`src/rtl/nes_pkg.sv`:
```
// nes_pkg: shared NES PPU timing constants and types.
//   NTSC frame geometry, the visible window and the 9-bit position type
//   used by the dot/scanline counters.
package nes_pkg;

  typedef logic [8:0] ppu_pos_t;

  localparam int DOTS_PER_LINE   = 341;  // dots 0..340
  localparam int LINES_PER_FRAME = 262;  // scanlines 0..261
  localparam int VBLANK_LINE     = 241;
  localparam int PRERENDER_LINE  = 261;

  // Visible window: scanlines 0..VIS_LINES-1, dots VIS_DOT_FIRST..VIS_DOT_LAST
  localparam int VIS_LINES     = 240;
  localparam int VIS_DOT_FIRST = 1;
  localparam int VIS_DOT_LAST  = 256;

endpackage

```
`src/rtl/ppu_vblank_ctrl.sv`:
```
// ppu_vblank_ctrl: PPUSTATUS VBlank flag and CPU NMI generation.
//   m_clk, reset    : master clock, synchronous active-high reset
//   set_evt/clr_evt : one-cycle strobes from the counters at (vblank,1)/(prerender,1)
//   status_rd       : CPU $2002 read strobe, clears the flag
//   nmi_en          : PPUCTRL bit 7
//   vblank_flag     : registered flag
//   nmi_n           : registered active-low NMI
module ppu_vblank_ctrl (
  input  logic m_clk,
  input  logic reset,
  input  logic set_evt,
  input  logic clr_evt,
  input  logic status_rd,
  input  logic nmi_en,
  output logic vblank_flag,
  output logic nmi_n
);

  logic flag_d, flag_q;
  logic nmi_n_d, nmi_n_q;

  always_comb begin
    flag_d = flag_q;
    // A read landing on the set edge wins: the flag never rises this frame,
    // since the set event only occurs once per frame.
    if (status_rd)    flag_d = 1'b0;
    else if (set_evt) flag_d = 1'b1;
    else if (clr_evt) flag_d = 1'b0;
    // Level-based, so re-enabling nmi_en with the flag up re-asserts NMI.
    nmi_n_d = ~(flag_q & nmi_en);
  end

  always_ff @(posedge m_clk) begin
    if (reset) begin
      flag_q  <= 1'b0;
      nmi_n_q <= 1'b1;
    end else begin
      flag_q  <= flag_d;
      nmi_n_q <= nmi_n_d;
    end
  end

  assign vblank_flag = flag_q;
  assign nmi_n       = nmi_n_q;

endmodule

```
`src/rtl/ppu_timing.sv`:
```
// ppu_timing: NES PPU dot/scanline timing generator.
//   m_clk, reset : master clock, synchronous active-high reset
//   ppu_ce       : dot enable, one m_clk cycle per PPU dot
//   render_en    : rendering enabled (sampled at the odd-frame skip point only)
//   nmi_en       : NMI on VBlank enable
//   status_rd    : CPU $2002 read strobe
//   dot/scanline : registered position; frame_odd: frame parity
//   visible      : position inside the visible window (combinational)
//   vblank_flag  : PPUSTATUS bit 7; nmi_n: NMI to CPU, active low
// Geometry parameters default to the NTSC frame from nes_pkg.
module ppu_timing
  import nes_pkg::*;
#(
  parameter int DOTS_PER_LINE   = nes_pkg::DOTS_PER_LINE,
  parameter int LINES_PER_FRAME = nes_pkg::LINES_PER_FRAME,
  parameter int VBLANK_LINE     = nes_pkg::VBLANK_LINE,
  parameter int PRERENDER_LINE  = nes_pkg::PRERENDER_LINE,
  parameter int VIS_LINES       = nes_pkg::VIS_LINES,
  parameter int VIS_DOT_FIRST   = nes_pkg::VIS_DOT_FIRST,
  parameter int VIS_DOT_LAST    = nes_pkg::VIS_DOT_LAST
) (
  input  logic       m_clk,
  input  logic       reset,
  input  logic       ppu_ce,
  input  logic       render_en,
  input  logic       nmi_en,
  input  logic       status_rd,
  output logic [8:0] dot,
  output logic [8:0] scanline,
  output logic       frame_odd,
  output logic       visible,
  output logic       vblank_flag,
  output logic       nmi_n
);

  localparam ppu_pos_t LAST_DOT  = ppu_pos_t'(DOTS_PER_LINE - 1);
  localparam ppu_pos_t SKIP_DOT  = ppu_pos_t'(DOTS_PER_LINE - 2);
  localparam ppu_pos_t LAST_LINE = ppu_pos_t'(LINES_PER_FRAME - 1);
  localparam ppu_pos_t VBL_LINE  = ppu_pos_t'(VBLANK_LINE);
  localparam ppu_pos_t PRE_LINE  = ppu_pos_t'(PRERENDER_LINE);
  localparam ppu_pos_t EVT_DOT   = ppu_pos_t'(1);
  localparam ppu_pos_t VIS_L_END = ppu_pos_t'(VIS_LINES);
  localparam ppu_pos_t VIS_D_LO  = ppu_pos_t'(VIS_DOT_FIRST);
  localparam ppu_pos_t VIS_D_HI  = ppu_pos_t'(VIS_DOT_LAST);

  ppu_pos_t dot_d, dot_q;
  ppu_pos_t line_d, line_q;
  logic     odd_d, odd_q;
  logic     skip, set_evt, clr_evt;

  always_comb begin
    dot_d  = dot_q;
    line_d = line_q;
    odd_d  = odd_q;
    // Odd frames with rendering on drop the last dot of the pre-render line.
    skip    = odd_q && render_en && (line_q == PRE_LINE) && (dot_q == SKIP_DOT);
    set_evt = ppu_ce && (line_q == VBL_LINE) && (dot_q == EVT_DOT);
    clr_evt = ppu_ce && (line_q == PRE_LINE) && (dot_q == EVT_DOT);
    if (ppu_ce) begin
      if (skip || (dot_q == LAST_DOT)) begin
        dot_d = '0;
        if (skip || (line_q == LAST_LINE)) begin
          line_d = '0;
          odd_d  = ~odd_q;
        end else begin
          line_d = line_q + 9'd1;
        end
      end else begin
        dot_d = dot_q + 9'd1;
      end
    end
  end

  always_ff @(posedge m_clk) begin
    if (reset) begin
      dot_q  <= '0;
      line_q <= '0;
      odd_q  <= 1'b0;
    end else begin
      dot_q  <= dot_d;
      line_q <= line_d;
      odd_q  <= odd_d;
    end
  end

  ppu_vblank_ctrl u_vblank (
    .m_clk       (m_clk),
    .reset       (reset),
    .set_evt     (set_evt),
    .clr_evt     (clr_evt),
    .status_rd   (status_rd),
    .nmi_en      (nmi_en),
    .vblank_flag (vblank_flag),
    .nmi_n       (nmi_n)
  );

  assign dot       = dot_q;
  assign scanline  = line_q;
  assign frame_odd = odd_q;
  assign visible   = (line_q < VIS_L_END) && (dot_q >= VIS_D_LO) && (dot_q <= VIS_D_HI);

endmodule
```
`config.mk`:
```
export PLATFORM = sky130hd
export DESIGN_NAME = ppu_timing
export DESIGN_NICKNAME = d
export VERILOG_FILES = /design/src/rtl/nes_pkg.sv /design/src/rtl/ppu_vblank_ctrl.sv /design/src/rtl/ppu_timing.sv
export SDC_FILE = /design/constraint.sdc
export NUM_CORES = 1
export LEC_CHECK = 0
export ABC_AREA = 1
export CORE_MARGIN = 5
export CORE_UTILIZATION = 54
export DETAILED_ROUTE_END_ITERATION = 16
export GPL_ROUTABILITY_DRIVEN = 0
export GPL_TIMING_DRIVEN = 0
export MAX_ROUTING_LAYER = met4
export PLACE_DENSITY = 0.84
export SETUP_SLACK_MARGIN = 0.3
export SLEW_MARGIN = 20
export SYNTH_ARGS = -nofsm -noshare
export SYNTH_HDL_FRONTEND = slang
export SYNTH_SLANG_ARGS = --single-unit
```
`constraint.sdc`:
```
create_clock -name m_clk -period 2.6 [get_ports m_clk]
set_input_delay 0.52 -clock m_clk [delete_from_list [all_inputs] [get_ports m_clk]]
set_output_delay 0.52 -clock m_clk [all_outputs]
set_load 0.01 [all_outputs]
```
==> results of run 1 <==
## state kept, by name, summed over array words and instances, names as in the netlist
signal and cells:
frame_odd 1, dot 9, u_vblank.nmi_n 1, scanline 9
u_vblank.vblank_flag 1
## logic make-up (layout without fill, tap and decap cells)
group                      count (synthesis)  after routing
AOI/OAI and AO/OA                         19             19
xor gates and xnor gates                   6              6
adders and majority gates                  5              5
buffers and inverters                     30             59
DFF                                       21             21
muxes                                      1              1
and+or+nand+nor                          122            122
## layout by cell type, fill, tap and decap left out, types with 3 or more instances in the layout
| cell type | count |
|---|---|
| sky130_fd_sc_hd__nor2_1 | 33 |
| sky130_fd_sc_hd__ha_1 | 5 |
| sky130_fd_sc_hd__nand2_1 | 47 |
| sky130_fd_sc_hd__dfxtp_1 | 20 |
| sky130_fd_sc_hd__a21oi_1 | 11 |
| sky130_fd_sc_hd__xor2_1 | 5 |
| sky130_fd_sc_hd__inv_1 | 22 |
| sky130_fd_sc_hd__nand4_1 | 7 |
| sky130_fd_sc_hd__nor3_1 | 4 |
| sky130_fd_sc_hd__buf_2 | 5 |
| sky130_fd_sc_hd__clkbuf_4 | 3 |
| sky130_fd_sc_hd__clkdlybuf4s50_1 | 24 |
| sky130_fd_sc_hd__nand3_1 | 20 |
## per-layer routing
layer | vias up | track usage (%)
met2 | 36 | 29.33
met5 | - | -
met1 | 614 | 28.10
met3 | 5 | 1.961
met4 | 0 | 5.380
li1 | 714 | -
## Yosys cell counts (all sizes together)
cell and number:
a21oi 11, a31o 1, inv 23, nand2 50, xor2 5, nand3b 2, o21bai 1, nor2 35
nor3b 1, ha 5, nand4 7, clkbuf 1, xnor2 1, nor4 1, dfxtp 21, mux2i 1
nor3 4, or2 1, a211oi 1, buf 6, o21ai 5, nand3 21
## worst max-delay path: stages (launching register included)
cell and delay [ps]:
sky130_fd_sc_hd__dfxtp_1 380, sky130_fd_sc_hd__inv_1 110, sky130_fd_sc_hd__ha_1 210, sky130_fd_sc_hd__nand2_1 70
sky130_fd_sc_hd__nor2_1 100, sky130_fd_sc_hd__nor2_1 50, sky130_fd_sc_hd__nor3_1 200, sky130_fd_sc_hd__clkbuf_2 170
## final timing paths
path / startpoint / endpoint / depth (start not counted)
hold reg to reg: u_vblank.vblank_flag / u_vblank.nmi_n / 1
setup / recovery: dot[1] / visible / 7
setup reg to reg: scanline[0] / scanline[4] / 11
hold / removal: u_vblank.vblank_flag / u_vblank.nmi_n / 1
## power breakdown
group | total [W] | switching [W] | internal [W]
logic | 0.0000493 | 0.0000259 | 0.0000234
registers | 0.000329 | 0.00000442 | 0.000325
clock network | 0.000162 | 0.000102 | 0.0000599
## layout make-up
type / count / area share, %
multi-input combinational: 153 / 47.95
tap: 30 / 2.280
buffer: 7 / 2.432
inverter: 23 / 5.243
timing repair buffer: 25 / 14.89
clock buffer: 4 / 1.596
sequential: 21 / 25.61
## timing repair
| item | in CTS | in global routing |
|---|---|---|
| gates resized for setup | 1 | 5 |
| setup endpoints to repair | 1 | 1 |
| pin swaps | 0 | 0 |
| hold buffers | 0 | 0 |
## stage by stage
stage / total power (W) / instances / setup slack [ps]
floorplan: 0.0003631 / 204 / 969.9
global placement: 0.0003852 / 259 / 479.9
detailed placement: 0.0003859 / 259 / 453.4
CTS: 0.0005402 / 263 / 378.9
global route: 0.0005642 / 263 / 330.9
finish: 0.0005405 / 263 / 489.3
==> results.rst, run 1 <==
.. list-table::
   :header-rows: 1

   * - Metric
     - Value
   * - Unrepaired setup endpoints after global routing
     - no
   * - Run status
     - finished, final reports clean
   * - Number of clock sinks seen by CTS
     - 21
   * - Fin. max-slew vios
     - 0
   * - Post-synthesis adder-cell area fraction
     - 4.713%
   * - CP max FO
     - 5
   * - DRC errors left
     - 0
   * - Leakage component of the power
     - 0.6842 nW
   * - Initial detailed-routing violation count
     - 54
   * - Buffer levels on the longest clock path
     - 2
   * - Number of buffers created by CTS
     - 3
   * - Clk Tree Root Cell
     - sky130_fd_sc_hd__clkbuf_4
   * - Final core area utilization
     - 68.33%
   * - H-tree depth reported by CTS
     - 1
   * - Worst hold-check path type
     - reg2reg
   * - Final setup violation count
     - 0
   * - Avg Inst Size Synth
     - 6.507 sq um
   * - Gate Count Post-Synth
     - 204
   * - Top-area cell type share of the netlist area
     - 31.67%
   * - Number of warnings issued by yosys
     - 0
   * - Kind of critical path
     - reg2out
   * - CP Data Required Time
     - 2080 ps
   * - P per Cell Area
     - 328.2 nW/um^2
   * - Shortest period the worst path allows
     - 2111 ps
   * - Net count after synthesis
     - 215
   * - Ant diodes
     - 0
   * - Number of fill cells in the layout
     - 221
   * - Number of search-and-repair iterations in the first detailed-routing pass
     - 4
   * - Port Buf Inserts
     - 25
   * - WP data arrival
     - 1590 ps
   * - Synthesized flop and latch total
     - 21
   * - Detail Placement HPWL
     - 2355 um
   * - Number of maximum-capacitance constraint violations
     - 0
   * - Antenna Violating Nets Remaining
     - 0
   * - Share of the cycle needed by the critical path after routing
     - 81.18%
   * - Vias in the first global route
     - 1243
   * - Routed length per instance
     - 11.89 um
   * - Via count of the routed design
     - 1369
   * - Area of the mapped netlist
     - 1328 sq um
   * - First-pass GRT wire length
     - 5326 um
   * - Area fraction in compound gates after synthesis
     - 8.106%
   * - Final-stage net count
     - 245
   * - Fraction of final layout cells sized beyond drive strength 1
     - 9.442%
   * - Leading area contributor after synthesis
     - sky130_fd_sc_hd__dfxtp_1
   * - Total die area
     - 3550 sq um
   * - Simple-gate portion of the synthesized area
     - 41.28%
   * - Multi-input combinational cell area
     - 789.5 sq um
   * - Finished layout cell area
     - 1647 sq um
   * - Sequential cell area in the final layout
     - 421.7 sq um
   * - Uppermost signal routing layer after detailed routing
     - met4
   * - Final worst hold slack
     - 439.8 ps
   * - Area added between synthesis and finish
     - 24.03%
   * - Total length of routed met3 wires
     - 126 um
   * - Aggregate negative setup slack
     - 0 ps
   * - Post-synthesis share of cell area spent on xor and xnor gates
     - 3.959%
   * - Worst relative slew slack
     - 68.74%
   * - Overall die height
     - 59.58 um
   * - Synth top area cells
     - sky130_fd_sc_hd__dfxtp_1 32%, sky130_fd_sc_hd__nand2_1 13%, sky130_fd_sc_hd__nor2_1 9.6%
   * - Final Hold Fails
     - 0
   * - Setup slack of the worst register-to-register path
     - 760 ps
   * - Core Region
     - 2410 sq um
   * - Top Ports
     - 28
   * - Peak Freq
     - 473.8 MHz
   * - Post CTS Setup Buffer Count
     - 0
   * - Cell Area, Placed
     - 1615 sq um
   * - Slew at the pin closest to its max-slew limit
     - 468.8 ps
   * - GRT overflow
     - 0
   * - Final clock skew
     - 1.742 ps
   * - Largest vdd supply drop
     - 258.7 uV
   * - Antenna violations before repair
     - 0
   * - Placement Rows
     - 18
   * - Number of different library cells in the post-synthesis netlist
     - 30
   * - Worst-skew pair later-pin latency
     - 300 ps
   * - Worst Setup End Kind
     - primary output
   * - Kind of start point of the critical path
     - flip-flop
   * - Routed length on met2
     - 1430 um
   * - Largest net degree at the start of global routing
     - 12
   * - TritonCTS clock tree
     - yes
   * - Routed via count divided by cell count
     - 5.205
   * - Starting density of the core
     - 55.09%
   * - Clock slew at the register clock pins of the worst setup and hold paths
     - 120 ps
   * - Aggregate global-route resource usage
     - 19.64%
   * - Die width
     - 59.58 um
   * - Total wire length
     - 3127 um
   * - Proportion of synthesized area in mux cells
     - 0.7540%
   * - Part of the Yosys area used for sequential elements
     - 31.67%
   * - Main combinational cell family by area after synthesis
     - simple AND/OR/NAND/NOR gates
   * - WL met1
     - 1537 um
No activity file was read; power rests on OpenSTA's default activity.
==> run 2, diff against run 1 <==
--- a/config.mk
+++ b/config.mk
@@ -7,12 +7,12 @@
 export LEC_CHECK = 0
 export ABC_AREA = 1
 export CORE_MARGIN = 5
-export CORE_UTILIZATION = 54
+export CORE_UTILIZATION = 50
 export DETAILED_ROUTE_END_ITERATION = 16
 export GPL_ROUTABILITY_DRIVEN = 0
 export GPL_TIMING_DRIVEN = 0
 export MAX_ROUTING_LAYER = met4
-export PLACE_DENSITY = 0.84
+export PLACE_DENSITY = 0.79
 export SETUP_SLACK_MARGIN = 0.3
 export SLEW_MARGIN = 20
 export SYNTH_ARGS = -nofsm -noshare
==> constraint.sdc (replaced) <==
create_clock -name m_clk -period 2.15 [get_ports m_clk]
set_input_delay 0.43 -clock m_clk [delete_from_list [all_inputs] [get_ports m_clk]]
set_output_delay 0.43 -clock m_clk [all_outputs]
set_load 0.01 [all_outputs]
==> run 2 against run 1 <==
  * Design area is 9.7% higher
  * Setup slack worse by 230 ps
  * Clock power grew 23%
  * Register-to-register slack worse by 340 ps
  * First-iteration DRC count increased by 30%
  * Non-clock buffer count rose by 10
  * Die area increased by 6.6%
  * Global-route usage rose by 2.7 points
  * Via count grew 7.3%
  * Critical path depth fell by 1
  * Highest routed layer unchanged
==> results.rst, run 2 (synthesis gave the netlist of run 1 again) <==
.. list-table::
   :header-rows: 1

   * - Metric
     - Value
   * - Worst relative slew slack
     - 67.43% (-1.3 points)
   * - Routed via count divided by cell count
     - 5.381 (+3.4%)
   * - Shortest period the worst path allows
     - 1894 ps
   * - Worst-skew pair later-pin latency
     - 310 ps (about the same)
   * - DRC errors left
     - 0 (unchanged)
   * - Antenna Violating Nets Remaining
     - 0 (unchanged)
   * - CP max FO
     - 3 (-2)
   * - TritonCTS clock tree
     - yes
   * - Routed length on met2
     - 1691 um (+18%)
   * - Leakage component of the power
     - 0.7644 nW (+12%)
   * - Run status
     - finished, final reports clean
   * - Total wire length
     - 3620 um (+16%)
   * - Vias in the first global route
     - 1459 (+17%)
   * - Detail Placement HPWL
     - 2488 um (+5.7%)
   * - CP Data Required Time
     - 1720 ps (-360 ps)
   * - Final-stage net count
     - 255 (+4.1%)
   * - Startpoint of the tightest hold check path
     - ppu_ce
   * - Clock slew at the register clock pins of the worst setup and hold paths
     - 120 ps (about the same)
   * - P per Cell Area
     - 380.5 nW/um^2 (+16%)
   * - Worst Setup End Kind
     - primary output
   * - First-pass GRT wire length
     - 6237 um (+17%)
   * - Aggregate negative setup slack
     - 0 ps (unchanged)
   * - H-tree depth reported by CTS
     - 1 (unchanged)
   * - Worst hold-check path type
     - in2reg
   * - Critical path launch point
     - dot[1]
   * - Leading cell types in the layout, fill and taps excluded
     - 46 x sky130_fd_sc_hd__nand2_1, 31 x sky130_fd_sc_hd__nor2_1, 24 x sky130_fd_sc_hd__clkdlybuf4s50_1
   * - Fin. max-slew vios
     - 0 (unchanged)
   * - Total length of routed met3 wires
     - 157 um (+25%)
   * - Worst flop-to-flop path startpoint
     - scanline[0]
   * - Sequential cell area in the final layout
     - 444.2 sq um (+5.3%)
   * - Top Ports
     - 28 (unchanged)
   * - Number of buffers created by CTS
     - 3 (unchanged)
   * - Number of clock sinks seen by CTS
     - 21 (unchanged)
   * - Final core area utilization
     - 72.27% (+3.9 points)
   * - Via count of the routed design
     - 1469 (+7.3%)
   * - Kind of start point of the critical path
     - flip-flop
   * - Aggregate global-route resource usage
     - 22.32% (+2.7 points)
   * - GRT overflow
     - 0 (unchanged)
   * - Share of the cycle needed by the critical path after routing
     - 88.10%
   * - Overall die height
     - 61.53 um (+3.3%)
   * - Kind of critical path
     - reg2out
   * - Die width
     - 61.53 um (+3.3%)
   * - Number of search-and-repair iterations in the first detailed-routing pass
     - 4 (unchanged)
   * - Initial detailed-routing violation count
     - 70 (+30%)
   * - Largest vdd supply drop
     - 289.6 uV (+12%)
   * - Core Region
     - 2500 sq um (+3.7%)
   * - Routed length per instance
     - 13.26 um (+12%)
   * - WP data arrival
     - 1460 ps (-130 ps)
   * - NetSw
     - 0.0001804 W (+36%)
   * - Slew at the pin closest to its max-slew limit
     - 488.5 ps (+19.64 ps)
   * - Int Power
     - 0.0005071 W (+24%)
   * - Largest net degree at the start of global routing
     - 13 (+1)
   * - Starting density of the core
     - 53.10% (-2.0 points)
   * - WL met1
     - 1687 um (+9.8%)
   * - Multi-input combinational cell area
     - 845.8 sq um (+7.1%)
   * - Sequential share of power
     - 57.3% (-3.6 points)
   * - Gate power share
     - 13.7% (+4.6 points)
   * - Peak Freq
     - 528.0 MHz
   * - Antenna violations before repair
     - 0 (unchanged)
   * - Placement Rows
     - 18 (unchanged)
   * - Switching Share
     - 26.24% (+1.7 points)
   * - Buffer levels on the longest clock path
     - 2 (unchanged)
   * - Final Hold Fails
     - 0 (unchanged)
   * - Number of fill cells in the layout
     - 212 (-4.1%)
   * - Area added between synthesis and finish
     - 36.10%
   * - Clk Tree Root Cell
     - sky130_fd_sc_hd__clkbuf_4
   * - Unrepaired setup endpoints after global routing
     - yes
   * - Final clock skew
     - 3.106 ps (+1.363 ps)
   * - Commonest non-fill, non-tap cell in the layout
     - sky130_fd_sc_hd__nand2_1
   * - Fraction of final layout cells sized beyond drive strength 1
     - 21.40% (+12 points)
   * - Port Buf Inserts
     - 25 (unchanged)
   * - Number of maximum-capacitance constraint violations
     - 0 (unchanged)
   * - Total die area
     - 3785 sq um (+6.6%)
   * - Relative contribution of the clock network to total power
     - 29.0% (-1.0 points)
   * - Final setup violation count
     - 0 (unchanged)
   * - Hold buffer count at CTS
     - 0 (unchanged)
   * - Ant diodes
     - 0 (unchanged)
   * - Uppermost signal routing layer after detailed routing
     - met4
run 2: cell types whose count changed in the layout (fill, tap and decap cells not counted), moves of 2 or more:
| cell | previous run | this run |
|---|---|---|
| sky130_fd_sc_hd__inv_1 | 22 | 19 |
| sky130_fd_sc_hd__dfxtp_2 | 1 | 7 |
| sky130_fd_sc_hd__inv_4 | 0 | 2 |
| sky130_fd_sc_hd__nor2_4 | 0 | 2 |
| sky130_fd_sc_hd__nor2_1 | 33 | 31 |
| sky130_fd_sc_hd__dfxtp_4 | 0 | 4 |
| sky130_fd_sc_hd__buf_4 | 0 | 10 |
| sky130_fd_sc_hd__dfxtp_1 | 20 | 10 |
run 2: final cells by class:
cell class              count  area share [%]
multi-input cells         153           46.81
flip-flops and latches     21           24.58
repair buffers             35           17.73
inverters                  23           5.055
plain buffers               7           2.216
well taps                  30           2.078
clock buffers               3           1.247
clock inverters             1          0.2770
run 2: stage by stage:
stage                power, W  worst slack [ps]  instances  hold WS [ps]  cell area [sq um]
floorplan           0.0004391             519.9        204         437.1               1328
detailed placement  0.0004661             122.3        259         414.9               1615
global route        0.0007203             178.3        273         454.0               1807
global placement    0.0004654             131.2        259         417.8               1615
finish              0.0006875             256.0        273         443.1               1807
CTS                 0.0006754             281.2        269         434.7               1742
run 2: timing repair:
item,in CTS,in global routing
setup buffers,6,4
resized for setup,25,12
pin swaps,7,5
setup endpoints to repair,3,10
run 2: worst paths after layout:
| path | end | slack, ps | cells after the start |
|---|---|---|---|
| max | visible | 260 | 6 |
| min reg2reg | u_vblank.nmi_n | 450 | 1 |
| min | dot[0] | 440 | 3 |
| max reg2reg | dot[3] | 420 | 10 |
run 2: worst max-delay path, stage by stage (launching register included):
cell	delay [ps]
sky130_fd_sc_hd__dfxtp_2	380
sky130_fd_sc_hd__inv_4	50
sky130_fd_sc_hd__buf_4	130
sky130_fd_sc_hd__ha_1	220
sky130_fd_sc_hd__nor4_4	170
sky130_fd_sc_hd__nor3_2	60
sky130_fd_sc_hd__buf_2	140
run 2: power by group through the flow:
stage	combinational [W]	clock (W)	sequential, W
finish	0.0000942	0.000200	0.000394
global route	0.000102	0.000224	0.000395
CTS	0.0000780	0.000203	0.000395
detailed placement	0.0000602	0	0.000406
global placement	0.0000595	0	0.000406
floorplan	0.0000322	0	0.000407
run 2: routing by layer:
| metal | vias to the layer above | track usage [%] |
|---|---|---|
| met2 | 51 | 34.98 |
| met1 | 673 | 28.95 |
| li1 | 733 | - |
| met4 | 0 | 8.182 |
| met5 | - | - |
| met3 | 12 | 3.354 |
==> run 3, diff against run 2 <==
--- a/config.mk
+++ b/config.mk
@@ -6,13 +6,10 @@
 export NUM_CORES = 1
 export LEC_CHECK = 0
 export ABC_AREA = 1
-export CORE_MARGIN = 5
-export CORE_UTILIZATION = 50
+export CORE_UTILIZATION = 35
 export DETAILED_ROUTE_END_ITERATION = 16
 export GPL_ROUTABILITY_DRIVEN = 0
-export GPL_TIMING_DRIVEN = 0
 export MAX_ROUTING_LAYER = met4
-export PLACE_DENSITY = 0.79
 export SETUP_SLACK_MARGIN = 0.3
 export SLEW_MARGIN = 20
 export SYNTH_ARGS = -nofsm -noshare
==> run 3 against run 2 <==
  * Cell count increased by 9.2%
  * Critical path depth unchanged
  * Non-clock buffer count increased by 7
  * Global-route usage decreased by 2.5 points
==> results.rst, run 3 (synthesis gave the netlist of run 1 again) <==
.. list-table::
   :header-rows: 1

   * - Metric
     - Value
   * - Run status
     - finished, final reports clean
   * - Worst Setup End Kind
     - primary output
   * - Unrepaired setup endpoints after global routing
     - yes
   * - Port Buf Inserts
     - 27 (+8.0%)
   * - Top Ports
     - 28 (unchanged)
   * - Commonest non-fill, non-tap cell in the layout
     - sky130_fd_sc_hd__nand2_1
   * - Largest vdd supply drop
     - 240.3 uV (-17%)
   * - Core Region
     - 3661 sq um (+46%)
   * - Worst hold-check path type
     - reg2reg
   * - GRT overflow
     - 0 (unchanged)
   * - Detail Placement HPWL
     - 2669 um (+7.3%)
   * - Clock slew at the register clock pins of the worst setup and hold paths
     - 80 ps (-40 ps)
   * - Worst Hold Path Cells
     - 1 (-2)
   * - Final setup violation count
     - 0 (unchanged)
   * - Overall die height
     - 63.59 um (+3.3%)
   * - WP data arrival
     - 1380 ps (-80 ps)
   * - Vias in the first global route
     - 1357 (-7.0%)
   * - Aggregate global-route resource usage
     - 19.81% (-2.5 points)
   * - Starting density of the core
     - 36.26% (-17 points)
   * - Via count of the routed design
     - 1444 (-1.7%)
   * - Reg2Reg Depth
     - 11 (+1)
   * - Peak Freq
     - 551.7 MHz (+4.5%)
   * - Routed via count divided by cell count
     - 4.846 (-9.9%)
   * - Ant diodes
     - 0 (unchanged)
   * - Number of buffers created by CTS
     - 3 (unchanged)
   * - Slew at the pin closest to its max-slew limit
     - 314.7 ps (-173.8 ps)
   * - Final core area utilization
     - 51.95% (-20 points)
   * - Total wire length
     - 3615 um (-0.14%)
   * - Final Hold Fails
     - 0 (unchanged)
   * - Final clock skew
     - 2.715 ps (-0.3902 ps)
   * - Leakage component of the power
     - 0.8023 nW (+5.0%)
   * - Worst slack at placement
     - 116.9 ps (-5.402 ps)
   * - H-tree depth reported by CTS
     - 1 (unchanged)
   * - Hold buffer count at CTS
     - 0 (unchanged)
   * - Placement Rows
     - 22 (+4)
   * - TritonCTS clock tree
     - yes
   * - Buffer levels on the longest clock path
     - 2 (unchanged)
   * - Initial detailed-routing violation count
     - 79 (+13%)
   * - First-pass GRT wire length
     - 6168 um (-1.1%)
   * - Antenna violations before repair
     - 0 (unchanged)
   * - Final worst hold slack
     - 441.2 ps (-1.854 ps)
   * - Fraction of final layout cells sized beyond drive strength 1
     - 20.00% (-1.4 points)
   * - Leading cell types in the layout, fill and taps excluded
     - 47 x sky130_fd_sc_hd__nand2_1, 32 x sky130_fd_sc_hd__nor2_1, 26 x sky130_fd_sc_hd__clkdlybuf4s50_1
   * - P per Cell Area
     - 392.9 nW/um^2 (+3.3%)
   * - CP Data Required Time
     - 1720 ps (about the same)
   * - Fin. max-slew vios
     - 0 (unchanged)
   * - Number of clock sinks seen by CTS
     - 21 (unchanged)
   * - Final setup slack of the worst path
     - 337.5 ps (+81.50 ps)
   * - Setup slack of the worst register-to-register path
     - 440 ps (+20 ps)
   * - Number of maximum-capacitance constraint violations
     - 0 (unchanged)
   * - Share of the cycle needed by the critical path after routing
     - 84.30% (-3.8 points)
   * - CP max FO
     - 5 (+2)
   * - Clk Tree Root Cell
     - sky130_fd_sc_hd__clkbuf_8
   * - Number of search-and-repair iterations in the first detailed-routing pass
     - 4 (unchanged)
   * - Aggregate negative setup slack
     - 0 ps (unchanged)
   * - Final-stage net count
     - 262 (+2.7%)
   * - Worst relative slew slack
     - 78.99% (+12 points)
   * - Worst-skew pair later-pin latency
     - 260 ps (-50 ps)
   * - Post-layout total power
     - 0.0007473 W (+8.7%)
   * - Kind of start point of the critical path
     - flip-flop
   * - Antenna Violating Nets Remaining
     - 0 (unchanged)
   * - Area added between synthesis and finish
     - 43.26%
   * - Die width
     - 63.59 um (+3.3%)
   * - DRC errors left
     - 0 (unchanged)
   * - Routed length per instance
     - 12.13 um (-8.5%)
   * - Kind of critical path
     - reg2out
   * - Total die area
     - 4043 sq um (+6.8%)
   * - Shortest period the worst path allows
     - 1813 ps (-81.50 ps)
   * - Largest net degree at the start of global routing
     - 12 (-1)
## run 3: cell count changes in the layout (fill, tap and decap cells not counted), moves of 2 or more
| cell | before | now |
|---|---|---|
| sky130_fd_sc_hd__buf_4 | 10 | 22 |
| sky130_fd_sc_hd__clkdlybuf4s50_1 | 24 | 26 |
| sky130_fd_sc_hd__clkbuf_8 | 0 | 3 |
| sky130_fd_sc_hd__dfxtp_1 | 10 | 16 |
| sky130_fd_sc_hd__buf_2 | 6 | 1 |
| sky130_fd_sc_hd__dfxtp_2 | 7 | 2 |
| sky130_fd_sc_hd__clkbuf_4 | 3 | 0 |
## run 3: timing repair
action / 4_1_cts / 5_1_grt
buffers inserted: 0 / 6
setup endpoints to repair: 1 / 12
pin swaps: 1 / 3
resized for setup: 13 / 15
## run 3: critical path: stages (launching register included)
cell and delay (ps):
sky130_fd_sc_hd__dfxtp_4 370, sky130_fd_sc_hd__nor2_4 150, sky130_fd_sc_hd__nand3_4 100, sky130_fd_sc_hd__nor2_1 100, sky130_fd_sc_hd__nor2_1 60, sky130_fd_sc_hd__nor3_2 190
sky130_fd_sc_hd__buf_2 160
## run 3: cell type report
cell class / instances / area [sq um]
fillers: 364 / 1759
multi-input cells: 153 / 843.3
flip-flops and latches: 21 / 434.2
repair buffers: 49 / 430.4
inverters: 23 / 88.84
well taps: 48 / 60.06
clock buffers: 4 / 45.04
## run 3: layer usage
layer,vias up,part of all wire (%),global-route usage (%)
met1,662,50,26.29
met2,25,46,30.98
met4,0,1.8,6.250
li1,749,-,-
met3,8,2.7,2.536
met5,-,0,-
## run 3: report_power, final
| part | leakage (nW) | internal [W] | switching (W) |
|---|---|---|---|
| registers | 0.173 | 0.000390 | 0.00000391 |
| logic | 0.607 | 0.0000454 | 0.0000397 |
| clock network | 0.0228 | 0.000132 | 0.000136 |
| total | 0.802 | 0.000568 | 0.000179 |
## run 3: worst paths after layout
check | from | endpoint
setup / recovery | dot[7] | visible
hold / removal | u_vblank.vblank_flag | u_vblank.nmi_n
setup reg to reg | dot[0] | dot[8]
hold reg to reg | u_vblank.vblank_flag | u_vblank.nmi_n
## run 3: stage by stage
| stage | instances | area (sq um) |
|---|---|---|
| 3_3_place_gp | 288 | 1738 |
| 2_1_floorplan | 204 | 1328 |
| 5_1_grt | 298 | 1902 |
| 6_report | 298 | 1902 |
| 3_5_place_dp | 288 | 1738 |
| 4_1_cts | 292 | 1804 |
